==> config.mk <==
export PLATFORM = sky130hd
export DESIGN_NAME = aes_noamba_regif_flat
export DESIGN_NICKNAME = d
export VERILOG_FILES = /design/src/rtl/aes_noamba_regif_if.sv /design/src/rtl/aes_noamba_regif.sv /design/src/flat_wrapper.sv
export SDC_FILE = /design/constraint.sdc
export NUM_CORES = 1
export LEC_CHECK = 0
export CELL_PAD_IN_SITES_DETAIL_PLACEMENT = 1
export CELL_PAD_IN_SITES_GLOBAL_PLACEMENT = 1
export CORE_MARGIN = 5
export CORE_UTILIZATION = 45
export DETAILED_ROUTE_END_ITERATION = 16
export PLACE_DENSITY = 0.9
export SLEW_MARGIN = 15
export SYNTH_ARGS = -nofsm -noshare
export SYNTH_HDL_FRONTEND = slang
export SYNTH_SLANG_ARGS = --single-unit
==> constraint.sdc <==
create_clock -name ACLK -period 4.84 [get_ports ACLK]
set_input_delay 0.968 -clock ACLK [delete_from_list [all_inputs] [get_ports ACLK]]
set_output_delay 0.968 -clock ACLK [all_outputs]
set_load 0.01 [all_outputs]
==> src/rtl/aes_noamba_regif_if.sv <==
// Bus between the AES no-AMBA register initiator and the responder.
//   wr_amba     write strobe, one write per cycle while high
//   strb        byte enables for data_in
//   data_in     write data
//   addr_wc     write byte address
//   addr_rc     read byte address
//   data_out    registered read data (1-cycle latency)
//   enable_amba 1 = responder idle, writes accepted, results valid
interface aes_noamba_regif_if;
    logic        wr_amba;
    logic [3:0]  strb;
    logic [31:0] data_in;
    logic [31:0] addr_wc;
    logic [31:0] addr_rc;
    logic [31:0] data_out;
    logic        enable_amba;

    modport master (
        output wr_amba, strb, data_in, addr_wc, addr_rc,
        input  data_out, enable_amba
    );

    modport slave (
        input  wr_amba, strb, data_in, addr_wc, addr_rc,
        output data_out, enable_amba
    );
endinterface

==> src/rtl/aes_noamba_regif.sv <==
// Responder end of the AES no-AMBA register bus. Holds key/block/IV/conf,
// launches the AES core, captures its result and paces the initiator.
//
// Ports:
//   ACLK, ARSTn          clock / async active-low reset
//   bus (slave)          register bus, see aes_noamba_regif_if
//   core_key/block/iv    register contents to the core, word0 = bits[31:0]
//   core_mode, core_inv  conf[2:0], conf[3]
//   core_ctr             CTR-mode block counter
//   core_start           one-cycle launch pulse to the core
//   core_done            one-cycle done pulse, core_result valid same cycle
//   irq                  completion interrupt, only with AES_REGIF_IRQ_EN
//
// Optional feature macro: AES_REGIF_IRQ_EN (irq port and status.irq_pend).
//
// Register map (byte offset from BASE_ADDR):
//   00-0C key  10-1C block  20-2C iv  30-3C result (RO)
//   40 ctr (RO)  44 status {irq_pend,wr_err,busy} W1C  48 conf {start,ctr_rst,inv,mode}
//
// state | meaning
// IDLE  | bus writes accepted, enable_amba = 1
// START | core_start pulse, enable_amba = 0
// BUSY  | waiting for core_done
// CAPT  | result captured, enable_amba returns next edge
module aes_noamba_regif #(
    parameter logic [31:0] BASE_ADDR = 32'h0000_0000,
    parameter int          CTR_W     = 32
) (
    input  logic               ACLK,
    input  logic               ARSTn,
    aes_noamba_regif_if.slave  bus,
    output logic [127:0]       core_key,
    output logic [127:0]       core_block,
    output logic [127:0]       core_iv,
    output logic [2:0]         core_mode,
    output logic               core_inv,
    output logic [CTR_W-1:0]   core_ctr,
    output logic               core_start,
`ifdef AES_REGIF_IRQ_EN
    output logic               irq,
`endif
    input  logic               core_done,
    input  logic [127:0]       core_result
);

    typedef enum logic [1:0] {S_IDLE, S_START, S_BUSY, S_CAPT} state_t;

    state_t           state_q;
    logic [3:0][31:0] key_q, blk_q, iv_q, res_q;
    logic [3:0]       conf_q;
    logic [CTR_W-1:0] ctr_q;
    logic             wr_err_q;
    logic             irq_bit;

    logic [31:0] wr_off, rd_off, rd_data;
    logic        wr_acc, wr_arr, wr_status, wr_conf, wr_drop, launch, busy;

    function automatic logic [31:0] merge_bytes(input logic [31:0] old_w,
                                                input logic [31:0] new_w,
                                                input logic [3:0]  be);
        logic [31:0] r;
        for (int i = 0; i < 4; i++)
            r[8*i +: 8] = be[i] ? new_w[8*i +: 8] : old_w[8*i +: 8];
        return r;
    endfunction

    assign wr_off    = bus.addr_wc - BASE_ADDR;
    assign rd_off    = bus.addr_rc - BASE_ADDR;
    assign busy      = (state_q != S_IDLE);
    // enable_amba is only ever high in IDLE, so it doubles as the accept gate
    assign wr_acc    = bus.wr_amba && bus.enable_amba;
    assign wr_arr    = (wr_off[31:6] == 26'd0) && (wr_off[1:0] == 2'b00);
    // status W1C bypasses the busy gate so software can always clear flags
    assign wr_status = bus.wr_amba && (wr_off == 32'h44);
    assign wr_conf   = wr_acc && (wr_off == 32'h48);
    assign wr_drop   = bus.wr_amba && busy && !wr_status;
    assign launch    = wr_conf && bus.data_in[31] && bus.strb[3];

`ifdef AES_REGIF_IRQ_EN
    logic irq_pend_q;
    assign irq_bit = irq_pend_q;
    assign irq     = irq_pend_q;
`else
    assign irq_bit = 1'b0;
`endif

    always_comb begin
        rd_data = 32'd0;
        if ((rd_off[31:7] == 25'd0) && (rd_off[1:0] == 2'b00)) begin
            case (rd_off[6:4])
                3'd0: rd_data = key_q[rd_off[3:2]];
                3'd1: rd_data = blk_q[rd_off[3:2]];
                3'd2: rd_data = iv_q[rd_off[3:2]];
                3'd3: rd_data = res_q[rd_off[3:2]];
                3'd4: begin
                    case (rd_off[3:2])
                        2'd0:    rd_data = 32'(ctr_q);
                        2'd1:    rd_data = {29'd0, irq_bit, wr_err_q, busy};
                        2'd2:    rd_data = {28'd0, conf_q};
                        default: rd_data = 32'd0;
                    endcase
                end
                default: rd_data = 32'd0;
            endcase
        end
    end

    always_ff @(posedge ACLK or negedge ARSTn) begin
        if (!ARSTn) begin
            state_q         <= S_IDLE;
            key_q           <= '0;
            blk_q           <= '0;
            iv_q            <= '0;
            res_q           <= '0;
            conf_q          <= '0;
            ctr_q           <= '0;
            wr_err_q        <= 1'b0;
            core_start      <= 1'b0;
            bus.enable_amba <= 1'b0;
            bus.data_out    <= 32'd0;
`ifdef AES_REGIF_IRQ_EN
            irq_pend_q      <= 1'b0;
`endif
        end else begin
            bus.data_out <= rd_data;

            if (wr_acc && wr_arr) begin
                case (wr_off[5:4])
                    2'd0:    key_q[wr_off[3:2]] <= merge_bytes(key_q[wr_off[3:2]], bus.data_in, bus.strb);
                    2'd1:    blk_q[wr_off[3:2]] <= merge_bytes(blk_q[wr_off[3:2]], bus.data_in, bus.strb);
                    2'd2:    iv_q[wr_off[3:2]]  <= merge_bytes(iv_q[wr_off[3:2]], bus.data_in, bus.strb);
                    default: ;
                endcase
            end

            // start and ctr_rst are actions, only mode/inv are stored
            if (wr_conf && bus.strb[0]) begin
                conf_q <= bus.data_in[3:0];
                if (bus.data_in[4])
                    ctr_q <= '0;
            end

            if (wr_drop)
                wr_err_q <= 1'b1;
            else if (wr_status && bus.strb[0] && bus.data_in[1])
                wr_err_q <= 1'b0;

`ifdef AES_REGIF_IRQ_EN
            if (state_q == S_CAPT)
                irq_pend_q <= 1'b1;
            else if (wr_status && bus.strb[0] && bus.data_in[2])
                irq_pend_q <= 1'b0;
`endif

            case (state_q)
                S_IDLE: begin
                    bus.enable_amba <= 1'b1;
                    if (launch) begin
                        state_q         <= S_START;
                        core_start      <= 1'b1;
                        bus.enable_amba <= 1'b0;
                    end
                end
                S_START: begin
                    core_start <= 1'b0;
                    state_q    <= S_BUSY;
                end
                S_BUSY: begin
                    if (core_done) begin
                        res_q   <= core_result;
                        if (conf_q[2:0] == 3'd5)
                            ctr_q <= ctr_q + CTR_W'(1);
                        state_q <= S_CAPT;
                    end
                end
                S_CAPT: begin
                    state_q         <= S_IDLE;
                    bus.enable_amba <= 1'b1;
                end
                default: state_q <= S_IDLE;
            endcase
        end
    end

    assign core_key   = key_q;
    assign core_block = blk_q;
    assign core_iv    = iv_q;
    assign core_mode  = conf_q[2:0];
    assign core_inv   = conf_q[3];
    assign core_ctr   = ctr_q;

endmodule
==> src/flat_wrapper.sv <==
// flat-port wrapper written by rule: the top's interface ports become plain ports
module aes_noamba_regif_flat 
#(
    parameter logic [31:0] BASE_ADDR = 32'h0000_0000,
    parameter int          CTR_W     = 32
)
  (ACLK, ARSTn, core_key, core_block, core_iv, core_mode, core_inv, core_ctr, core_start, core_done, core_result, bus_wr_amba, bus_strb, bus_data_in, bus_addr_wc, bus_addr_rc, bus_data_out, bus_enable_amba);
  aes_noamba_regif_if bus_i ();
  input  logic ACLK;
  input  logic ARSTn;
  output logic [127:0] core_key;
  output logic [127:0] core_block;
  output logic [127:0] core_iv;
  output logic [2:0] core_mode;
  output logic core_inv;
  output logic [CTR_W-1:0] core_ctr;
  output logic core_start;
  input  logic core_done;
  input  logic [127:0] core_result;
  input wire logic [$bits(bus_i.wr_amba)-1:0] bus_wr_amba;
  input wire logic [$bits(bus_i.strb)-1:0] bus_strb;
  input wire logic [$bits(bus_i.data_in)-1:0] bus_data_in;
  input wire logic [$bits(bus_i.addr_wc)-1:0] bus_addr_wc;
  input wire logic [$bits(bus_i.addr_rc)-1:0] bus_addr_rc;
  output wire logic [$bits(bus_i.data_out)-1:0] bus_data_out;
  output wire logic [$bits(bus_i.enable_amba)-1:0] bus_enable_amba;
  assign bus_i.wr_amba = bus_wr_amba;
  assign bus_i.strb = bus_strb;
  assign bus_i.data_in = bus_data_in;
  assign bus_i.addr_wc = bus_addr_wc;
  assign bus_i.addr_rc = bus_addr_rc;
  assign bus_data_out = bus_i.data_out;
  assign bus_enable_amba = bus_i.enable_amba;
  aes_noamba_regif #(.BASE_ADDR(BASE_ADDR), .CTR_W(CTR_W)) u_core (.ACLK(ACLK), .ARSTn(ARSTn), .bus(bus_i), .core_key(core_key), .core_block(core_block), .core_iv(core_iv), .core_mode(core_mode), .core_inv(core_inv), .core_ctr(core_ctr), .core_start(core_start), .core_done(core_done), .core_result(core_result));
endmodule
# [After elaboration in Yosys (flattened, before gate mapping)]
# Cells that the tools add are included.
[totals] out_inout_bits=454 ff_bits=585 input_bits=232
[op_classes] mux=48 n_lt_le_gt_ge=3 reduce_logical=33 n_eq_ne=16 n_addsub=1
[op_table] operator="32-bit binary-select mux with 2-bit select" n=7
[op_table] operator="32-bit 2-to-1 mux" n=14
[op_table] operator="128-bit bitwise mux" n=3
[op_table] operator="32-bit one-hot mux with 5 select lines" n=1
[op_table] operator="8-bit 2-to-1 mux" n=12
[op_table] operator="32-bit one-hot mux with 3 select lines" n=1
[op_table] operator="32-bit demux with 2-bit select" n=1
[op_table] operator="32-bit by 7-bit equality test with 1-bit output (second input constant)" n=2
[op_table] operator="32-bit by 1-bit adder with 32-bit output (second input constant)" n=1
[op_table] operator="26-bit zero test" n=1
[op_table] operator="25-bit zero test" n=1
[op_table] operator="1-bit logical AND" n=14
[op_table] operator="2-bit AND reduction" n=6
[op_table] operator="2-bit zero test" n=5
[op_table] operator="2-bit equality test (second input constant)" n=4
[op_table] operator="2-bit one-hot mux with 4 select lines" n=1
[op_table] operator="2-bit nonzero test" n=4
[op_table] operator="2-bit by 1-bit equality test with 1-bit output (second input constant)" n=3
[op_table] operator="3-bit by 2-bit equality test with 1-bit output (second input constant)" n=2
[op_table] operator="3-bit equality test (second input constant)" n=2
[op_table] operator="2-bit by 3-bit less-than comparator with 1-bit output (second input constant)" n=2
[op_table] operator="1-bit 2-to-1 mux" n=4
[op_table] operator="2-bit 2-to-1 mux" n=2
[op_table] operator="1-bit one-hot mux with 2 select lines" n=2
[op_table] operator="other kinds (6)" n=6

# [Logic depth before layout (Yosys ltp)]
[depth] word_depth=7 ltp_mapped=9

# [Worst setup path after synthesis]
# OpenSTA, ideal clock, no wires.
[synth_timing] kind="input-to-reg" startpoint="input port bus_addr_wc[7]" endpoint="register u_core.key_q, in the netlist u_core.core_key[115]" setup_time_ns=0.125 required_time_ns=4.715 arrival_ns=2.839 n_path_buf=2 setup_slack_ns=1.876 stages=7 cell_sequence="nor4b_1 -> nand4_1 -> or2_4 -> buf_6 -> nor4_4 -> buf_6 -> mux2_2"
[synth_via] elab_chain_cells=4
[synth_lines] item="start, declared" line="flat_wrapper.sv:23" text="input wire logic [$bits(bus_i.addr_wc)-1:0] bus_addr_wc;"
[synth_lines] item="26-bit zero test" line="aes_noamba_regif.sv:72" text="assign wr_arr = (wr_off[31:6] == 26'd0) && (wr_off[1:0] == 2'b00);"
[synth_lines] item="1-bit logical AND" line="aes_noamba_regif.sv:72"
[synth_lines] item="1-bit logical AND" line="aes_noamba_regif.sv:127" text="if (wr_acc && wr_arr) begin"
[synth_lines] item="2-bit AND reduction (no source line)"
[synth_lines] item="end signal, assigned by index" line="aes_noamba_regif.sv:129" text="2'd0: key_q[wr_off[3:2]] <= merge_bytes(key_q[wr_off[3:2]], bus.data_in, bus.strb);"
[synth_lines] item="end, declared" line="aes_noamba_regif.sv:49" text="logic [3:0][31:0] key_q, blk_q, iv_q, res_q;"
# Every way passes these cells.
# A chain may end at the register's enable or synchronous reset.

# [Worst setup path after layout]
[layout_timing] startpoint="input port bus_wr_amba" endpoint="register u_core.iv_q, in the netlist u_core.core_iv[119]"
[layout_via] elab_chain_cells=3
[layout_lines] item="start, declared" line="flat_wrapper.sv:20" text="input wire logic [$bits(bus_i.wr_amba)-1:0] bus_wr_amba;"
[layout_lines] item="1-bit logical AND" line="aes_noamba_regif.sv:71" text="assign wr_acc = bus.wr_amba && bus.enable_amba;"
[layout_lines] item="1-bit logical AND" line="aes_noamba_regif.sv:127"
[layout_lines] item="2-bit AND reduction (no source line)"
[layout_lines] item="end signal, assigned by index" line="aes_noamba_regif.sv:131" text="2'd2: iv_q[wr_off[3:2]] <= merge_bytes(iv_q[wr_off[3:2]], bus.data_in, bus.strb);"
[layout_lines] item="end, declared" line="aes_noamba_regif.sv:49"
# Every way passes these cells.

==> results_dict.tcl <==
set metrics [dict create \
    preCtsSetupSlack_ns 0.733 \
    synthesis.instances 2048 \
    holdBufCountCts 0 \
    transition_time_at_the_pin_with_the_least_slew_margin_ns 1.08 \
    cts_tree "yes" \
    max_slew_margin 0.278 \
    io_pins 686 \
    clock_insertion_delay_worst_skew_ns 0.61 \
    finalSetupTns_ns 0 \
    vias_per_cell 6.42 \
    max_cap_viol_count 0 \
    cts_inserted_buffers 66 \
    power_density_nw_per_um2 336 \
    max_stage_delay_ns 0.60 \
    crit-reg2reg-launch "u_core.state_q[0]" \
    num_vias 23359 \
    final.min_clock_period_ns 3.54 \
    slowest_stage "sky130_fd_sc_hd__clkdlybuf4s50_1" \
    post-route-drc-count 0 \
    grt_start_max_net_pins 131 \
    seqPwrFrac 0.433 \
    post_synthesis_instance_area_um2 29800 \
    starting_density 0.454 \
    timing.final.max_slew_violations 0 \
    timing.critical_path.to_type "register" \
    antenna_found_initial 9 \
    crit_start "bus_wr_amba" \
    cts.clk_slew.worst_paths_ns 0.06 \
    setup-violations-final 0 \
    drtAntennaViolNets 0 \
    yosys-top-cells-area "sky130_fd_sc_hd__dfrtp_1 49%, sky130_fd_sc_hd__mux2_2 20%, sky130_fd_sc_hd__mux4_2 17%, sky130_fd_sc_hd__o21ai_1 1.7%, sky130_fd_sc_hd__inv_1 1.3%" \
    fin_crit_sh 0.732 \
    place.gp.congestion 0.905 \
    drt-pass1-iter-count 5 \
    cells_on_worst_reg2reg_path 8 \
    layout.filler_cells 6104 \
    layout-drive-gt1-share 0.338 \
    hpwl_um 92000 \
    floorplan.die_area_um2 71600 \
    grt_overflow_total 0 \
    fin_util 0.608 \
    clock_tree.htree_level_count 3 \
    dieWidth_um 268 \
    crit_required_ns 5.33 \
    worst_ep_arrival_time_ns 4.03 \
    postSynth.topFlopCell "sky130_fd_sc_hd__dfrtp_1" \
    r2r-end "u_core.core_ctr[29]" \
    port-buffer-count 685 \
    timing.reg2reg.setup_slack_ns 2.08 \
    comb_power_share 0.157 \
    fraction_of_registers_with_async_set_or_reset_after_synthesis 1.00 \
    critical_path_class "in -> reg" \
    ctsResizeCount 0 \
    syn_area_per_cell_um2 14.6 \
    finalNetCount 2950 \
    clockRootBuffer "sky130_fd_sc_hd__clkbuf_16" \
    postCtsSetupRepairBufs 0 \
    clock_tree.buffer_depth 3 \
    via_count_of_the_first_global_routing_pass 26029 \
    worst_slack_ns 1.30 \
    worst_voltage_drop_across_the_vdd_grid_mv 0.348 \
    ys_ff_latch 585 \
    yosys-top-cells-count "585 x sky130_fd_sc_hd__dfrtp_1, 521 x sky130_fd_sc_hd__mux2_2, 224 x sky130_fd_sc_hd__mux4_2" \
    post-synth-top-area-fraction 0.491 \
    wire_length_of_the_first_global_routing_pass_um 191000 \
    synth_most_common_cell "sky130_fd_sc_hd__dfrtp_1" \
    finalHoldViolations 0 \
    p_switching_mw 3.53 \
    critical_path_endpoint "u_core.core_iv[119]" \
    synth.net_count 2285 \
    crit_fanout 22 \
    synth_edf_count 0 \
    routed_wirelength_um 133000 \
    p_leak_nw 16.9 \
    total_power_mw 13.5 \
    library_cells_used_by_synthesis 52 \
    power.share.clock 0.410 \
    critical_path.cell_chain "clkdlybuf4s50_1, nor4b_1, nand4_1, or2_4, nor4_4, buf_4, mux2_2" \
    p_sw_frac 0.262 \
    post-synth-top-area-cell "sky130_fd_sc_hd__dfrtp_1" \
    synth_seq_area_share 0.491 \
    outcome "finished clean" \
    grt_setup_unrepaired "false" \
    cts_sinks 585 \
    core_region_area_um2 65700 \
    global_route.usage.total 0.362 \
    die_height_um 268 \
    ys.warnings.count 0 \
    first_iter_violations 2267 \
    final.setup_skew_ns 0.0193 \
    fmax_ghz 0.282 \
    setup.worst_path.start_class "input pin" \
    num_rows 94 \
    hold_path_class "in -> async" \
    drt-wirelength-per-cell_um 36.5 \
    syn_to_final_growth_pct 34.0 \
    internal_power_mw 9.93 \
]
==> worst min path at each step <==
stage / to / slack (ns) / cells after the start
6_report: u_core.res_q[26] / 0.42 / 1
5_1_grt: u_core.res_q[26] / 0.46 / 1
4_1_cts: u_core.res_q[119] / 0.43 / 1
3_5_place_dp: u_core.res_q[76] / 0.49 / 1
3_3_place_gp: u_core.res_q[118] / 0.48 / 1
2_1_floorplan: u_core.res_q[64] / 0.48 / 1
==> power groups by stage <==
stage / clock network [mW] / registers, mW / logic, mW
floorplan: 0 / 5.71 / 1.31
global placement: 0 / 5.78 / 1.92
detailed placement: 0 / 5.86 / 2.05
CTS: 5.54 / 5.80 / 2.10
global route: 5.77 / 5.85 / 2.22
finish: 5.52 / 5.82 / 2.11
==> placed cells by master (no fill, tap or decap), drive strengths merged, types with 9 or more instances in the layout <==
cell type	instances
inv	109
xor2	9
nand3	15
nand2	52
bufinv	9
buf	64
a221oi	28
dfrtp	585
xnor2	12
nand4	9
clkdlybuf4s50	678
diode	9
nor2	60
a22o	28
mux2	550
nor4	35
o21ai	99
mux4	224
clkbuf	104
==> cell families (layout without fill, tap and decap cells) <==
| family | Yosys count | after routing | share of synthesized area |
|---|---|---|---|
| multiplexers | 778 | 778 | 0.378 |
| flip-flops | 585 | 585 | 0.491 |
| buffers and inverters | 253 | 969 | 0.0402 |
| AND/OR/NAND/NOR | 216 | 216 | 0.0418 |
| AO/OA/AOI/OAI | 190 | 190 | 0.0413 |
| XOR/XNOR | 21 | 21 | 0.00616 |
| adder cells (fa/ha/maj) | 5 | 5 | 0.00210 |
| other | 0 | 9 | 0 |
==> cell type report <==
type,instances,area [um^2],area share
flip-flops and latches,585,14600,0.366
clock buffers,103,2020,0.0506
repair buffers,743,7440,0.186
diodes,9,22.5,0.000563
well taps,864,1080,0.0270
clock inverters,16,315,0.00788
inverters,107,402,0.0100
multi-input cells,1210,14100,0.352
==> sequential cells by signal, summed over array words and instances (netlist names), 2 cells and up <==
name / cells
u_core.conf_q: 4
u_core.core_iv: 128
u_core.core_ctr: 32
u_core.core_key: 128
u_core.res_q: 128
u_core.bus.data_out: 32
u_core.state_q: 2
u_core.core_block: 128
==> per-layer routing <==
metal,GRT usage,routed length [um],up-vias
li1,-,-,9089
met1,0.430,46000,12327
met2,0.614,66600,1536
met3,0.0903,12200,407
met4,0.189,7960,0
met5,0,0,-
==> stage by stage <==
| stage | instance area, um^2 | cells | hold WS [ns] |
|---|---|---|---|
| floorplan | 29800 | 2048 | 0.475 |
| detailed placement | 37600 | 3509 | 0.493 |
| global route | 40000 | 3635 | 0.463 |
| global placement | 37600 | 3509 | 0.485 |
| finish | 40000 | 3637 | 0.423 |
| CTS | 40000 | 3628 | 0.432 |
==> critical path, delay by kind of cell <==
family / cells / cell delay [ns]
simple gates: 4 / 1.51
buf+inv: 2 / 1.10
mux: 1 / 0.42
No activity file was read; power rests on OpenSTA's default activity.
